<file path="src/rtl/mux_arb_n_pkg.sv">
// -----------------------------------------------------------------------------
// mux_arb_n_pkg
// Shared definitions for the N-channel registered multiplexer/arbiter:
//   - default width / channel count
//   - selection-mode encoding (mode_e)
//   - bench bounds for random data
//   - rr_next(): round-robin pointer successor
// -----------------------------------------------------------------------------
package mux_arb_n_pkg;

    localparam int MUX_DATA_WIDTH     = 16;
    localparam int MUX_NUM_CH         = 4;

    localparam int NUM_MUXARB_TEST    = 200;
    localparam int MUXARB_LOWER_BOUND = 32'h0000_0001;
    localparam int MUXARB_UPPER_BOUND = 32'h0000_FFFE;

    typedef enum logic [1:0] {
        MUX_MODE_SELECT   = 2'd0,
        MUX_MODE_PRIORITY = 2'd1,
        MUX_MODE_RR       = 2'd2,
        MUX_MODE_RSVD     = 2'd3
    } mode_e;

    // Channel that the round-robin search starts from after channel idx won.
    function automatic int rr_next(input int idx, input int num_ch);
        return (idx == num_ch - 1) ? 0 : idx + 1;
    endfunction

endpackage

</file>
<file path="src/rtl/mux_arb_n_if.sv">
// -----------------------------------------------------------------------------
// mux_arb_n_if
// Groups the NUM_CH valid/ready input channels and the single valid/ready
// output channel of mux_arb_n.
//   In_Valid  [NUM_CH]            producer -> mux  per-channel valid
//   In_Data   [NUM_CH*DATA_WIDTH] producer -> mux  channel i at [i*DW +: DW]
//   In_Ready  [NUM_CH]            mux -> producer  per-channel accept
//   Out_Valid                     mux -> consumer  output word valid
//   Out_Ready                     consumer -> mux  consumer accepts
//   Out_Data  [DATA_WIDTH]        mux -> consumer  registered word
//   Out_Chan  [SEL_W]             mux -> consumer  source channel index
// Modports: slave = the mux itself, master = the surrounding producers and
// consumer (or a testbench driving both sides).
// -----------------------------------------------------------------------------
interface mux_arb_n_if
    import mux_arb_n_pkg::*;
#(
    parameter int DATA_WIDTH = MUX_DATA_WIDTH,
    parameter int NUM_CH     = MUX_NUM_CH
);
    localparam int SEL_W = $clog2(NUM_CH);

    logic [NUM_CH-1:0]            In_Valid;
    logic [NUM_CH*DATA_WIDTH-1:0] In_Data;
    logic [NUM_CH-1:0]            In_Ready;
    logic                         Out_Valid;
    logic                         Out_Ready;
    logic [DATA_WIDTH-1:0]        Out_Data;
    logic [SEL_W-1:0]             Out_Chan;

    modport slave (
        input  In_Valid, In_Data, Out_Ready,
        output In_Ready, Out_Valid, Out_Data, Out_Chan
    );

    modport master (
        output In_Valid, In_Data, Out_Ready,
        input  In_Ready, Out_Valid, Out_Data, Out_Chan
    );

endinterface

</file>
<file path="src/rtl/mux_arb_n_rr_grant.sv">
// -----------------------------------------------------------------------------
// rr_grant
// Purely combinational grant logic, shared with the bus arbiter.
//   req_i   [NUM_CH]  request vector
//   ptr_i   [SEL_W]   round-robin start channel (always < NUM_CH)
//   sel_i   [SEL_W]   explicit channel for SELECT mode
//   mode_i  mode_e    SELECT / PRIORITY / ROUND_ROBIN / reserved
//   grant_o [NUM_CH]  one-hot grant, or zero
//   idx_o   [SEL_W]   encoded index of the grant (0 when none)
//   any_o             a grant exists
// -----------------------------------------------------------------------------
module rr_grant
    import mux_arb_n_pkg::*;
#(
    parameter int NUM_CH = MUX_NUM_CH,
    parameter int SEL_W  = $clog2(NUM_CH)
) (
    input  logic [NUM_CH-1:0] req_i,
    input  logic [SEL_W-1:0]  ptr_i,
    input  logic [SEL_W-1:0]  sel_i,
    input  mode_e             mode_i,
    output logic [NUM_CH-1:0] grant_o,
    output logic [SEL_W-1:0]  idx_o,
    output logic              any_o
);

    always_comb begin
        // NOTE: every output gets a default before any branch, so no path
        // through the case leaves one unassigned and no latch is inferred.
        grant_o = '0;
        idx_o   = '0;
        any_o   = 1'b0;

        unique case (mode_i)
            MUX_MODE_SELECT: begin
                // Sel can exceed NUM_CH-1 when NUM_CH is not a power of two.
                if (int'(sel_i) < NUM_CH) begin
                    if (req_i[sel_i]) begin
                        any_o = 1'b1;
                        idx_o = sel_i;
                    end
                end
            end
            MUX_MODE_PRIORITY: begin
                for (int i = 0; i < NUM_CH; i++) begin
                    if (!any_o && req_i[i]) begin
                        any_o = 1'b1;
                        idx_o = SEL_W'(i);
                    end
                end
            end
            MUX_MODE_RR: begin
                // Search ptr, ptr+1, ..., wrapping back to ptr-1.
                for (int k = 0; k < NUM_CH; k++) begin
                    int j;
                    j = int'(ptr_i) + k;
                    if (j >= NUM_CH) j = j - NUM_CH;
                    if (!any_o && req_i[j]) begin
                        any_o = 1'b1;
                        idx_o = SEL_W'(j);
                    end
                end
            end
            default: ; // reserved mode: never grants
        endcase

        if (any_o) grant_o[idx_o] = 1'b1;
    end

endmodule

</file>
<file path="src/rtl/mux_arb_n.sv">
// -----------------------------------------------------------------------------
// mux_arb_n
// N-channel registered multiplexer: picks one valid input channel (explicit
// select, fixed priority or round-robin) and registers its word and channel
// index on a single valid/ready output. One word per cycle, one cycle latency.
//   Clk    system clock, rising edge
//   Rst_n  asynchronous active-low reset
//   Mode   [2]      0 SELECT, 1 PRIORITY, 2 ROUND_ROBIN, 3 reserved (no grant)
//   Sel    [SEL_W]  channel used in SELECT mode
//   bus    mux_arb_n_if.slave: input channels and output channel
// -----------------------------------------------------------------------------
module mux_arb_n
    import mux_arb_n_pkg::*;
#(
    parameter  int DATA_WIDTH = MUX_DATA_WIDTH,
    parameter  int NUM_CH     = MUX_NUM_CH,
    localparam int SEL_W      = $clog2(NUM_CH)
) (
    input  logic             Clk,
    input  logic             Rst_n,
    input  logic [1:0]       Mode,
    input  logic [SEL_W-1:0] Sel,
    mux_arb_n_if.slave       bus
);

    logic                  out_valid_q, out_valid_d;
    logic [DATA_WIDTH-1:0] out_data_q,  out_data_d;
    logic [SEL_W-1:0]      out_chan_q,  out_chan_d;
    logic [SEL_W-1:0]      ptr_q,       ptr_d;

    mode_e                 mode;
    logic                  load;
    logic [NUM_CH-1:0]     grant;
    logic [SEL_W-1:0]      grant_idx;
    logic                  grant_any;

    assign mode = mode_e'(Mode);

    // Output register may take a new word when empty or being drained.
    assign load = !out_valid_q || bus.Out_Ready;

    rr_grant #(
        .NUM_CH (NUM_CH),
        .SEL_W  (SEL_W)
    ) u_grant (
        .req_i   (bus.In_Valid),
        .ptr_i   (ptr_q),
        .sel_i   (Sel),
        .mode_i  (mode),
        .grant_o (grant),
        .idx_o   (grant_idx),
        .any_o   (grant_any)
    );

    // Rst_n gates the strobe so no producer sees an accept during reset.
    assign bus.In_Ready = grant & {NUM_CH{load && Rst_n}};

    always_comb begin
        out_valid_d = out_valid_q;
        out_data_d  = out_data_q;
        out_chan_d  = out_chan_q;
        ptr_d       = ptr_q;

        if (load) begin
            if (grant_any) begin
                out_valid_d = 1'b1;
                out_data_d  = bus.In_Data[int'(grant_idx)*DATA_WIDTH +: DATA_WIDTH];
                out_chan_d  = grant_idx;
                if (mode == MUX_MODE_RR) begin
                    ptr_d = SEL_W'(rr_next(int'(grant_idx), NUM_CH));
                end
            end else begin
                // Data and channel keep their last value; only valid drops.
                out_valid_d = 1'b0;
            end
        end
    end

    // NOTE: state registers use non-blocking assignments only, and every one
    // of them (data included) is cleared by the asynchronous reset so the
    // output is defined the moment Rst_n falls, without waiting for Clk.
    always_ff @(posedge Clk or negedge Rst_n) begin
        if (!Rst_n) begin
            out_valid_q <= 1'b0;
            out_data_q  <= '0;
            out_chan_q  <= '0;
            ptr_q       <= '0;
        end else begin
            out_valid_q <= out_valid_d;
            out_data_q  <= out_data_d;
            out_chan_q  <= out_chan_d;
            ptr_q       <= ptr_d;
        end
    end

    assign bus.Out_Valid = out_valid_q;
    assign bus.Out_Data  = out_data_q;
    assign bus.Out_Chan  = out_chan_q;

endmodule
</file>
<file path="src/flat_wrapper.sv">
// flat-port wrapper written by rule: the top's interface ports become plain ports
module mux_arb_n_flat import mux_arb_n_pkg::*;
#(
    parameter  int DATA_WIDTH = MUX_DATA_WIDTH,
    parameter  int NUM_CH     = MUX_NUM_CH,
    localparam int SEL_W      = $clog2(NUM_CH)
)
  (Clk, Rst_n, Mode, Sel, bus_In_Valid, bus_In_Data, bus_Out_Ready, bus_In_Ready, bus_Out_Valid, bus_Out_Data, bus_Out_Chan);
  mux_arb_n_if #(.DATA_WIDTH(DATA_WIDTH), .NUM_CH(NUM_CH)) bus_i ();
  input  logic Clk;
  input  logic Rst_n;
  input  logic [1:0] Mode;
  input  logic [SEL_W-1:0] Sel;
  input wire logic [$bits(bus_i.In_Valid)-1:0] bus_In_Valid;
  input wire logic [$bits(bus_i.In_Data)-1:0] bus_In_Data;
  input wire logic [$bits(bus_i.Out_Ready)-1:0] bus_Out_Ready;
  output wire logic [$bits(bus_i.In_Ready)-1:0] bus_In_Ready;
  output wire logic [$bits(bus_i.Out_Valid)-1:0] bus_Out_Valid;
  output wire logic [$bits(bus_i.Out_Data)-1:0] bus_Out_Data;
  output wire logic [$bits(bus_i.Out_Chan)-1:0] bus_Out_Chan;
  assign bus_i.In_Valid = bus_In_Valid;
  assign bus_i.In_Data = bus_In_Data;
  assign bus_i.Out_Ready = bus_Out_Ready;
  assign bus_In_Ready = bus_i.In_Ready;
  assign bus_Out_Valid = bus_i.Out_Valid;
  assign bus_Out_Data = bus_i.Out_Data;
  assign bus_Out_Chan = bus_i.Out_Chan;
  mux_arb_n #(.DATA_WIDTH(DATA_WIDTH), .NUM_CH(NUM_CH)) u_core (.Clk(Clk), .Rst_n(Rst_n), .Mode(Mode), .Sel(Sel), .bus(bus_i));
endmodule
</file>
<file path="config.mk">
export PLATFORM = sky130hd
export DESIGN_NAME = mux_arb_n_flat
export DESIGN_NICKNAME = d
export VERILOG_FILES = /design/src/rtl/mux_arb_n_pkg.sv /design/src/rtl/mux_arb_n_if.sv /design/src/rtl/mux_arb_n_rr_grant.sv /design/src/rtl/mux_arb_n.sv /design/src/flat_wrapper.sv
export SDC_FILE = /design/constraint.sdc
export NUM_CORES = 1
export LEC_CHECK = 0
export ABC_AREA = 1
export CAP_MARGIN = 20
export CORE_ASPECT_RATIO = 1.2
export CORE_MARGIN = 2
export CORE_UTILIZATION = 44
export DETAILED_ROUTE_END_ITERATION = 10
export HOLD_SLACK_MARGIN = 0.15
export PLACE_DENSITY = 0.87
export SLEW_MARGIN = 5
export SYNTH_ARGS = -nofsm -noshare
export SYNTH_HDL_FRONTEND = slang
export SYNTH_SLANG_ARGS = --single-unit
</file>
<file path="constraint.sdc">
create_clock -name Clk -period 3.1 [get_ports Clk]
set_input_delay 0.465 -clock Clk [delete_from_list [all_inputs] [get_ports Clk]]
set_output_delay 0.465 -clock Clk [all_outputs]
set_load 0.03 [all_outputs]
</file>
==> impl_metrics.toml, run 1 <==
[status]
status = "complete, no violations"

[worst_setup_path]
r2r-start = "u_core.ptr_q[0]"
crit_type = "primary input to primary output"
critPathBufInv = 4
crit_path_top_delay_cell = "clkdlybuf4s50_1"
cp-start-kind = "primary input"
reg2reg_depth = 15
r2r-end = "u_core.bus.Out_Data[14]"
cpPeakStageDelay_ps = 520
path_common_cell = "nand2_1"
critical_path.top_delay_family = "simple AND/OR/NAND/NOR gates"
cp_max_fo = 4
crit_path_end_kind = "primary output"
arrival_ps = 2420
required_ps = 2630
regToRegSetupSlack_ps = 840
path_cells = "clkdlybuf4s50_1 > inv_1 > nand2_1 > nand3_1 > nand2_1 > nor2_1 > nor2_1 > nand2_1 > nand2_2 > nand2_4 > inv_1 > ha_1 > nor3b_1 > buf_4"

[timing]
finalHoldViolCount = 0
fmax_ghz = 0.3462
setup_viol = 0
relSlewSlack_pct = 70.54
worst_pin_slew_ps = 440.3
finalCritPeriodShare_pct = 93.17
tns_ps = 0
clock_skew_ps = 0.6771
whs_ps = 487.8
finalMaxSlewViolations = 0
grt_setup_unrepaired = "false"
fin_crit_ps = 2888

[cells_and_area]
fin_nets = 525
area_growth_pct = 55.49
antenna_cells = 0
drive_above_1_share_pct = 8.054

[synthesis]
synth_cell_types = 25
synthesis.area_mm2 = 0.001971
synth_top_area_share_pct = 26.67
ys_async_sr_fraction_pct = 100.0
synthTopCellsByCount = "126 x nand2_1, 70 x nand3_1, 66 x inv_1, 21 x dfrtp_1, 14 x nor2_1"
synth.avg_cell_area_um2 = 5.679
syn_nets = 424
netlist_instances = 347
ys_ff_latch = 21
synth_most_common_cell = "nand2_1"
yosys_warnings = 0
synthTopCellsByArea = "dfrtp_1 27%, nand2_1 24%, nand3_1 18%"
synthFlopType = "dfrtp_1"
synth_top_cell_by_area = "dfrtp_1"
synth-edff-count = 0
seq_area_frac_synth_pct = 26.67

[routing]
drt-pass1-iter-count = 4
drt_iter0_markers = 156
vias_per_cell = 4.837
via_count = 2433
wl_um = 5769
postRouteAntennaNets = 0
post_drt_wl_per_cell_um = 11.47
drc = 0

[floorplan]
start_util_pct = 45.89
io_pins = 98
core_area_mm2 = 0.004294
fp.dieH_um = 77.31
design.die.area_mm2 = 0.005032
die_w_um = 65.09
rows = 26

[flow_run]
drv_cap = 0

[power]
p_comb_share_pct = 64.5
sw_frac_of_total_pct = 47.14
power_density_mw_per_mm2 = 586.3
p_leak_nw = 1.689
switching_power_w = 0.0008470
power.share.clock_pct = 9.7
ir_drop_mv = 0.5519
p_int_w = 0.0009497
finalPower_w = 0.001797
pwr-share-seq_pct = 25.7

[global_route]
gr-total-overflow = 0
grt_pass1_vias = 2158
grt_pass1_wl_um = 9370
antenna_found_initial = 0
track_usage_pct = 23.09
grt_max_degree = 44

[min_path]
hp-start = "u_core.bus.Out_Chan[0]"
holdPathStages = 2
holdCritPathClass = "flop to flop"
holdPathEnd = "u_core.bus.Out_Chan[0]"

[clocking]
cts_root_buffer = "clkbuf_8"
clock_path_buffers = 2
cts_buffers = 3
cts.sinks = 21
postCtsSetupBuffers = 0
cts_tree = "done"
insertion_delay_ps = 250
h-tree-depth = 1
clk_pin_slew_ps = 70

[place]
port_buffers = 97
gp_congestion = 0.8700
hpwl_um = 4533
[worst max path at each step]
stage	endpoint	cells past startpoint	startpoint
floorplan	bus_In_Ready[2]	12	bus_In_Valid[3]
global placement	bus_In_Ready[1]	12	bus_In_Valid[2]
detailed placement	bus_In_Ready[1]	12	bus_In_Valid[2]
CTS	bus_In_Ready[1]	12	bus_In_Valid[2]
global route	bus_In_Ready[0]	15	bus_In_Valid[3]
finish	bus_In_Ready[0]	14	bus_In_Valid[2]
[power by group through the flow]
stage	clock network (W)	logic, W	registers [W]
final	0.000175	0.00116	0.000462
after global routing	0.000192	0.00126	0.000476
after CTS	0.000180	0.00116	0.000460
after detailed placement	0	0.00116	0.000461
after global placement	0	0.00114	0.000463
after floorplan	0	0.000553	0.000637
[cell usage in the layout, fill, tap and decap left out, types with 3 or more instances in the layout]
cell,n
nand2_1,126
clkdlybuf4s50_1,93
nand3_1,70
inv_1,66
dfrtp_1,20
buf_4,16
nor2_1,14
or2_1,5
or2_2,5
inv_2,4
nand2_2,3
o21ai_0,3
a21oi_1,3
clkbuf_8,3
[flip-flops by register name, indices dropped and copies added, names as in the netlist]
signal / cells
u_core.bus.Out_Data: 16
u_core.bus.Out_Valid: 1
u_core.ptr_q: 2
u_core.bus.Out_Chan: 2
[worst min-delay path: stages (launching register included)]
cell     delay (ps)
dfrtp_1         350
nand2_1          50
nand2_1          50
[area by class of cell]
class / instances / area (um2)
multi-input combinational: 242 / 1096
tap: 56 / 70.07
inverter: 70 / 262.8
clock buffer: 4 / 45.04
fill: 382 / 1230
sequential: 21 / 526.8
timing repair buffer: 110 / 1064
[kinds of logic after synthesis]
logic type | after synthesis | share of synthesized area [%]
simple gates | 230 | 51.49
compound gates | 10 | 2.857
buf+inv | 84 | 17.71
fa+ha+maj | 2 | 1.270
flops | 21 | 26.67
[per-layer routing]
layer	GRT usage (%)	up-vias	wire length, um
li1	-	1252	-
met2	42.06	81	2951
met1	26.91	1094	2328
met5	0	-	0
met4	5.000	0	90
met3	5.718	6	399
[stage by stage]
step	cells	instance area [um2]	setup slack, ps	utilization, %
floorplan	347	1971	394.4	-
global placement	499	3015	71.85	70.22
detailed placement	499	3015	27.20	70.22
CTS	503	3060	25.52	71.27
global route	503	3064	26.52	71.36
finish	503	3064	211.6	71.36
[repair_timing]
action	CTS	global route
setup endpoints to repair	0	2
resized for setup	0	2
hold endpoints to repair	0	0
hold buffers	0	0
(Power assumes the default switching activity.)
==> run 2: changes to the inputs <==
- CAP_MARGIN: 20 -> unset
==> results of run 2 <==
The final DEF is identical to that of run 1; final timing and power are the same.
==> run 3: changes to the inputs <==
- CTS_CLUSTER_SIZE: unset -> 8
==> results of run 3 <==
The final DEF is identical to that of run 1; final timing and power are the same.
